[config.mk]
export PLATFORM = sky130hd
export DESIGN_NAME = multi_issue_scheduler
export DESIGN_NICKNAME = d
export VERILOG_FILES = /design/src/rtl/multi_issue_scheduler.sv
export SDC_FILE = /design/constraint.sdc
export NUM_CORES = 1
export LEC_CHECK = 0
export BUFFER_PORTS_ARGS = -buffer_cell sky130_fd_sc_hd__buf_2
export CELL_PAD_IN_SITES_DETAIL_PLACEMENT = 1
export CELL_PAD_IN_SITES_GLOBAL_PLACEMENT = 1
export CORE_MARGIN = 10
export CORE_UTILIZATION = 45
export CTS_BUF_LIST = sky130_fd_sc_hd__clkbuf_16
export DETAILED_ROUTE_END_ITERATION = 16
export PLACE_DENSITY = 0.78
export SYNTH_ARGS = -nofsm -noshare
export SYNTH_HDL_FRONTEND = slang
export SYNTH_SLANG_ARGS = --single-unit
export TNS_END_PERCENT = 30
[constraint.sdc]
create_clock -name clk -period 6.8 [get_ports clk]
set_input_delay 1.36 -clock clk [delete_from_list [all_inputs] [get_ports clk]]
set_output_delay 1.36 -clock clk [all_outputs]
set_load 0.01 [all_outputs]
[src/rtl/multi_issue_scheduler.sv]
// rtl/multi_issue_scheduler.sv - N-wide in-order issue queue with pairing rules and latency scoreboard
module multi_issue_scheduler #(
    parameter int ISSUE_W  = 2,
    parameter int DEPTH    = 8,
    parameter int LOAD_LAT = 2,
    parameter int MC_LAT   = 3
) (
    input  logic                           clk,
    input  logic                           rst,
    input  logic                           flush,
    input  logic                           single_issue,
    input  logic [$clog2(ISSUE_W+1)-1:0]   push_cnt,
    input  logic [ISSUE_W*57-1:0]          push_data,
    output logic                           push_ready,
    input  logic                           issue_ready,
    output logic [ISSUE_W-1:0]             issue_valid,
    output logic [ISSUE_W*57-1:0]          issue_data,
    output logic [$clog2(DEPTH+1)-1:0]     occupancy
);
    localparam int EW      = 57;
    localparam int PW      = $clog2(DEPTH);
    localparam int OW      = $clog2(DEPTH+1);
    localparam int PCW     = $clog2(ISSUE_W+1);
    localparam int LAT_MAX = (LOAD_LAT > MC_LAT) ? LOAD_LAT : MC_LAT;
    localparam int CW      = $clog2(LAT_MAX+1);
    localparam logic [CW-1:0] LD_INIT = CW'(LOAD_LAT);
    localparam logic [CW-1:0] MC_INIT = CW'(MC_LAT);

    localparam int B_MRD = 32, B_MWR = 33, B_MC = 34, B_CMOV = 35;
    localparam int B_JMP = 36, B_PRIV = 37, B_FPU = 38, B_SSNOP = 39;
    localparam int B_WE = 40, B_WA = 41, B_R1 = 46, B_R2 = 51, B_DS = 56;

    logic [EW-1:0]  r_mem [DEPTH];
    logic [PW-1:0]  r_head, r_tail;
    logic [OW-1:0]  r_count;
    logic [CW-1:0]  r_sb [32];

    logic [EW-1:0]      w_slot [ISSUE_W];
    logic [ISSUE_W-1:0] w_cand, w_pair_ok, w_issue;
    logic [OW-1:0]      w_pop, w_push;
    logic               w_push_en;

    // Rules that forbid slot k from sharing a group with an earlier issued slot j.
    function automatic logic f_conflict(input logic [EW-1:0] j, input logic [EW-1:0] k);
        logic raw;
        raw = j[B_WE] && (j[B_WA+:5] != 5'd0)
            && ((j[B_WA+:5] == k[B_R1+:5]) || (j[B_WA+:5] == k[B_R2+:5]))
            && (j[B_MRD] || j[B_MC] || k[B_CMOV]);
        return j[B_SSNOP] || k[B_SSNOP] || k[B_FPU] || k[B_PRIV] || k[B_JMP]
            || j[B_JMP] || j[B_DS]
            || ((j[B_MRD] || j[B_MWR]) && (k[B_MRD] || k[B_MWR]))
            || raw || (k[11:0] == 12'd0);
    endfunction

    always_comb begin
        for (int k = 0; k < ISSUE_W; k++) begin
            w_slot[k] = r_mem[r_head + PW'(k)];
            issue_data[k*EW +: EW] = w_slot[k];
        end
    end

    always_comb begin
        w_cand    = '0;
        w_pair_ok = '0;
        w_issue   = '0;
        w_pop     = '0;
        for (int k = 0; k < ISSUE_W; k++) begin
            w_cand[k] = (OW'(k) < r_count) && issue_ready && !flush
                && !(single_issue && (k > 0))
                && !((w_slot[k][B_R1+:5] != 5'd0) && (r_sb[w_slot[k][B_R1+:5]] != '0))
                && !((w_slot[k][B_R2+:5] != 5'd0) && (r_sb[w_slot[k][B_R2+:5]] != '0));
            w_pair_ok[k] = 1'b1;
            for (int j = 0; j < k; j++) begin
                if (f_conflict(w_slot[j], w_slot[k]))
                    w_pair_ok[k] = 1'b0;
            end
        end
        // Prefix chaining guarantees issue_valid is contiguous from slot 0.
        w_issue[0] = w_cand[0];
        for (int k = 1; k < ISSUE_W; k++)
            w_issue[k] = w_issue[k-1] && w_cand[k] && w_pair_ok[k];
        for (int k = 0; k < ISSUE_W; k++)
            w_pop = w_pop + OW'(w_issue[k]);
    end

    assign issue_valid = w_issue;
    assign occupancy   = r_count;
    assign push_ready  = (r_count <= OW'(DEPTH - ISSUE_W));
    assign w_push_en   = push_ready && (push_cnt != '0) && !flush && !rst;
    assign w_push      = w_push_en ? OW'(push_cnt) : '0;

    always_ff @(posedge clk) begin
        if (w_push_en) begin
            for (int i = 0; i < ISSUE_W; i++) begin
                if (PCW'(i) < push_cnt)
                    r_mem[r_tail + PW'(i)] <= push_data[i*EW +: EW];
            end
        end
    end

    always_ff @(posedge clk) begin
        if (rst) begin
            r_head  <= '0;
            r_tail  <= '0;
            r_count <= '0;
            for (int r = 0; r < 32; r++)
                r_sb[r] <= '0;
        end else begin
            for (int r = 0; r < 32; r++) begin
                if (r_sb[r] != '0)
                    r_sb[r] <= r_sb[r] - 1'b1;
            end
            // Later slots overwrite earlier ones, so the highest issuing slot wins.
            for (int k = 0; k < ISSUE_W; k++) begin
                if (w_issue[k] && w_slot[k][B_WE] && (w_slot[k][B_WA+:5] != 5'd0)) begin
                    if (w_slot[k][B_MRD])
                        r_sb[w_slot[k][B_WA+:5]] <= LD_INIT;
                    else if (w_slot[k][B_MC])
                        r_sb[w_slot[k][B_WA+:5]] <= MC_INIT;
                end
            end
            if (flush) begin
                r_head  <= '0;
                r_tail  <= '0;
                r_count <= '0;
            end else begin
                r_head  <= r_head + PW'(w_pop);
                r_tail  <= r_tail + PW'(w_push);
                r_count <= r_count + w_push - w_pop;
            end
        end
    end
endmodule

==> flow_summary.yaml, run 1 <==
synth:
  yosysTopAreaCell: "edfxtp_1"
  synth_nets: 2689
  synth_top_area_share_pct: 42.9
  synth_area_per_cell_um2: 13.5
  ys_types: 80
  ys_ff_latch: 528
  seq_area_frac_synth_pct: 45.3
  synthCells: 2522
  yosys_warnings: 0
  synth_edf_count: 487
  netlist_top_cells_area: "edfxtp_1 43%, mux2_2 17%, mux4_2 15%, mux2i_1 3.8%, nand2_1 2.6%"
  yosys_most_used_dff: "edfxtp_1"
  synth_area_mm2: 0.0341
  async_flop_share_pct: 0
detailed_routing:
  vias: 24813
  vias_per_cell: 6.65
  first_pass_iters: 7
  wire_per_inst_um: 32.2
  ant_nets: 0
  drt_iter0_drc: 2570
  totalWireLength_mm: 120
  drc: 0
power_and_ir_drop:
  ir_drop_uv: 215
  p_leak_nw: 13.4
  p_per_area_mw_per_mm2: 247
placement:
  io_buffers: 241
  place_area_mm2: 0.0364
  place_congestion: 0.919
  dp_hpwl_mm: 78.2
hold_path:
  hold_path.class: "register to register"
setup_path:
  critical_path_class: "register to output pin"
  crit_arrival_ns: 4.98
  cp-start-kind: "register"
  crit_fanout: 122
  endpoint_kind: "output pin"
  worstPathRequired_ns: 5.44
clock_network:
  clock_sinks: 528
  clk_pin_slew_ns: 0.06
  cts_buffer_depth: 3
  root_buffer: "clkbuf_16"
  worstSkewPairLatency_ns: 0.66
  ctsHoldBuffers: 0
  tritoncts: "built"
  post_cts_buffers: 0
  cts_resized: 0
  cts_made_buffers: 59
  cts.htree.levels: 2
status:
  status: "finished clean"
grt:
  grt_util_all_layers_pct: 27.1
  grt_pass1_vias: 26702
  grt_max_degree: 138
  overflow: 0
  antenna_found_initial: 29
  grt_pass1_wl_mm: 178
sta:
  fin_crit_sh_pct: 93.2
  worstMarginPinSlew_ns: 1.10
  slew-limit-headroom_pct: 25.9
  rsz0062_at_grt: "no"
  whs_ns: 0.557
  skew_ns: 0.0507
  finalCriticalPeriod_ns: 6.34
  setup_viol_count_final: 0
  drv_slew: 0
  fmax_mhz: 158
  finalHoldViolations: 0
layout:
  final_common_cell: "mux2_2"
  nFillCells: 7450
  final_area_mm2: 0.0385
  drive_above_1_share_pct: 42.4
  nNetsFinal: 2867
  syn_to_final_growth_pct: 12.8
  mostFrequentLayoutCells: "523 x mux2_2, 487 x edfxtp_1, 241 x buf_2"
die:
  io_pins: 242
  initial_core_util_pct: 45.6
  row_count: 100
  die-width_um: 295
  dieArea_mm2: 0.0872
  coreArea_mm2: 0.0748
  die_y_um: 295
flow_run:
  maxCapViolations: 0
-- cells by family after synthesis --
kind of cell	after synthesis	share of synthesized area [%]
compound gates	178	3.64
xor+xnor	28	0.719
fa+ha+maj	46	1.78
buf+inv	260	3.27
flops	528	45.3
mux	890	36.7
simple gates	592	8.57
-- report_power, final --
group	total [mW]	internal [mW]	switching, mW
clock network	3.35	1.96	1.39
registers	4.05	3.81	0.235
logic	2.08	0.809	1.27
total	9.49	6.58	2.90
-- layer usage --
metal,GRT usage (%),wire length (µm)
met5,0,154
met4,10.4,4310
met3,5.71,10300
met2,45.8,59700
met1,33.7,45600
-- worst paths after layout --
kind	slack, ns	depth (start not counted)	from	to
max	0.46	11	r_head[1]$_SDFF_PP0_	issue_valid[0]
min	0.56	2	r_sb[4][1]$_SDFFE_PP1P_	r_sb[4][1]$_SDFFE_PP1P_
max reg2reg	0.84	18	r_head[1]$_SDFF_PP0_	occupancy[3]$_SDFF_PP0_
min reg2reg	0.56	2	r_sb[4][1]$_SDFFE_PP1P_	r_sb[4][1]$_SDFFE_PP1P_
-- synth_stat cells (13+ instances only) --
cell and n:
nand2b_1 27, nor3_1 58, xnor2_1 15, edfxtp_1 487, inv_1 92, clkbuf_1 76, mux2i_1 131, ha_1 42
buf_1 43, nand4b_1 29, buf_2 29, nand4_1 36, a21oi_1 36, o311ai_0 16, nor2_1 95, mux4_2 232
o21ai_0 37, nand2_1 240, o211ai_1 21, mux2_2 523, dfxtp_1 41, xor2_1 13, nand3_1 41
-- flip-flops by register name, summed over array words and instances (netlist names) --
| register | cells |
|---|---|
| occupancy | 4 |
| r_head | 3 |
| r_tail | 3 |
| r_mem | 456 |
| r_sb | 62 |
-- layout make-up --
cell class	instances	area, µm²	share of cell area [%]
multi-input combinational	1734	17700	46.2
sequential	528	15500	40.2
antenna	15	37.5	0.0976
inverter	93	349	0.908
clock inverter	50	533	1.39
timing repair buffer	284	1640	4.27
tap	969	1210	3.15
clock buffer	59	1480	3.84
-- stage by stage --
step                power [mW]  std cells  utilization, %  setup slack, ns  TNS (ns)
global route              9.85       3724            51.4            0.133         0
global placement          5.98       3608            48.7             1.13         0
detailed placement        6.15       3608            48.7            0.923         0
finish                    9.49       3732            51.4            0.464         0
floorplan                 5.34       2522               -          -0.0414     -2.36
CTS                       9.48       3717            51.3            0.495         0
-- worst max-delay path: stages, from the launching register on --
cell and delay, ns:
dfxtp_4 0.37, buf_12 0.69, nor2b_1 0.55, a22oi_1 0.22, nand2_1 0.35, inv_1 0.20, o311ai_0 0.39, nand4_1 0.17
o22ai_1 0.40, o2111ai_2 0.39, nor2b_1 0.29, buf_2 0.21
Power figures use the tool's default switching activity.
==> inputs of run 2 (changes only) <==
CELL_PAD_IN_SITES_DETAIL_PLACEMENT = 0   (was 1)
==> run 2 against run 1 <==
Compared with the run above:
- cell area decreased by 0.48%
- clock skew increased by 0.0069 ns
- sequential power about the same
- first-iteration DRC count decreased by 5.3%
- setup slack improved by 0.095 ns
- critical path type unchanged
==> flow_summary.yaml, run 2 (synthesized netlist as in run 1, its figures left out) <==
layout:
  final_common_cell: "mux2_2"
  syn_to_final_growth_pct: 12.2
  nNetsFinal: 2866
  top_register: "r_mem"
  largest_register_ff_count: 456
  mostFrequentLayoutCells: "523 x mux2_2, 487 x edfxtp_1, 241 x buf_2"
  drive_above_1_share_pct: 41.9
detailed_routing:
  drt_iter0_drc: 2434
  drc: 0
  ant_nets: 0
  first_pass_iters: 6
  vias_per_cell: 6.49
  wire_per_inst_um: 29.7
  totalWireLength_mm: 111
  vias: 24188
die:
  row_count: 100
  coreArea_mm2: 0.0748
  dieArea_mm2: 0.0872
  die_y_um: 295
  io_pins: 242
  die-width_um: 295
  initial_core_util_pct: 45.6
status:
  status: "finished clean"
setup_path:
  cp_slowest_cell: "ha_4"
  crit_arrival_ns: 4.88
  cp-start-kind: "register"
  cp.depth: 10
  worstPathRequired_ns: 5.44
  r2r_cells: 17
  critical_path_class: "register to output pin"
  cp_cell_sequence: "ha_4, buf_4, mux4_2, or4_1, nor4_1, or4_4, nand3b_1, or2_0, nor2_1, buf_2"
  crit_fanout: 52
  path_delay_family: "simple AND/OR/NAND/NOR gates"
  endpoint_kind: "output pin"
  crit_buf_inv: 2
  slowest_delay_ns: 0.80
power_and_ir_drop:
  p_leak_nw: 13.3
  combPwrFrac_pct: 22.2
  p_sw_mw: 2.79
  sw_frac_of_total_pct: 30.5
  ir_drop_uv: 222
  p_int_mw: 6.35
  p_seq_share_pct: 44.2
  clockPowerShare_pct: 33.6
  p_per_area_mw_per_mm2: 239
  total_power_mw: 9.14
clock_network:
  clock_sinks: 528
  cts.htree.levels: 2
  post_cts_buffers: 0
  clk_pin_slew_ns: 0.06
  cts_made_buffers: 58
  cts_resized: 0
  root_buffer: "clkbuf_16"
  cts_buffer_depth: 3
  ctsHoldBuffers: 0
  tritoncts: "built"
  worstSkewPairLatency_ns: 0.65
grt:
  grt-busiest-layer: "met2"
  antenna_found_initial: 32
  gr-usage-met1_pct: 31.3
  grt_pass1_vias: 24861
  grt_pass1_wl_mm: 164
  overflow: 0
  grt_util_all_layers_pct: 25.0
  grt_util_met3_pct: 6.27
  grt_max_degree: 138
  use_met2_pct: 42.2
sta:
  finalCriticalPeriod_ns: 6.24
  drv_slew: 0
  slew-limit-headroom_pct: 24.8
  tns_ns: 0
  fmax_mhz: 160
  worstMarginPinSlew_ns: 1.13
  rsz0062_at_grt: "no"
  setup_viol_count_final: 0
  fin_crit_sh_pct: 91.8
  skew_ns: 0.0575
  finalHoldViolations: 0
hold_path:
  hold_depth: 2
  hold_path.class: "register to register"
flow_run:
  maxCapViolations: 0
placement:
  dp_hpwl_mm: 72.5
  io_buffers: 241
  place_congestion: 0.919
run 2: cell count changes in the layout (fill, tap and decap cells not counted), moves of 3 or more:
cell	before	now
clkinv_1	16	23
inv_1	99	105
bufinv_16	10	5
clkinv_2	11	7
clkinvlp_4	3	0
diode_2	15	12
run 2: worst min-delay path, stage by stage, from the launching register on:
cell     delay (ns)
dfxtp_1        0.32
a21oi_1        0.11
o21ai_0        0.08
run 2: power by group through the flow:
stage | registers, mW | logic (mW) | clock network (mW)
2_1_floorplan | 4.01 | 1.33 | 0
3_3_place_gp | 4.09 | 1.89 | 0
3_5_place_dp | 4.10 | 1.98 | 0
4_1_cts | 4.04 | 2.00 | 3.11
5_1_grt | 4.06 | 2.22 | 3.22
6_report | 4.04 | 2.03 | 3.07
run 2: per-layer routing:
metal  wire length [µm]  vias up
met2              54100     1129
met4               3460       36
met5                233        -
met1              42700    12446
li1                   -    10342
met3              10200      235
run 2: cell type report:
| class | instances | area, µm² |
|---|---|---|
| Inverter | 93 | 349 |
| Tap cell | 969 | 1210 |
| Clock inverter | 51 | 379 |
| Timing Repair Buffer | 284 | 1640 |
| Fill cell | 6304 | 36600 |
| Clock buffer | 58 | 1450 |
| Sequential cell | 528 | 15500 |
| Multi-Input combinational cell | 1734 | 17700 |
| Antenna cell | 12 | 30.0 |
run 2: stage by stage:
stage	cells	util (%)	cell area (µm²)	hold slack (ns)	worst slack (ns)
floorplan	2522	-	34100	0.517	-0.0414
global placement	3608	48.7	36400	0.532	1.13
detailed placement	3608	48.7	36400	0.551	1.01
CTS	3717	51.1	38200	0.560	0.576
global route	3723	51.1	38300	0.599	0.329
finish	3729	51.1	38300	0.562	0.559
run 2: path summary, 6_finish.rpt:
check | startpoint | endpoint | slack (ns)
hold / removal | r_sb[24][1]$_SDFFE_PP1N_ | r_sb[24][1]$_SDFFE_PP1N_ | 0.56
setup / recovery | r_head[0]$_SDFF_PP0_ | issue_valid[1] | 0.56
setup reg to reg | r_head[0]$_SDFF_PP0_ | occupancy[3]$_SDFF_PP0_ | 0.93
hold reg to reg | r_sb[24][1]$_SDFFE_PP1N_ | r_sb[24][1]$_SDFFE_PP1N_ | 0.56
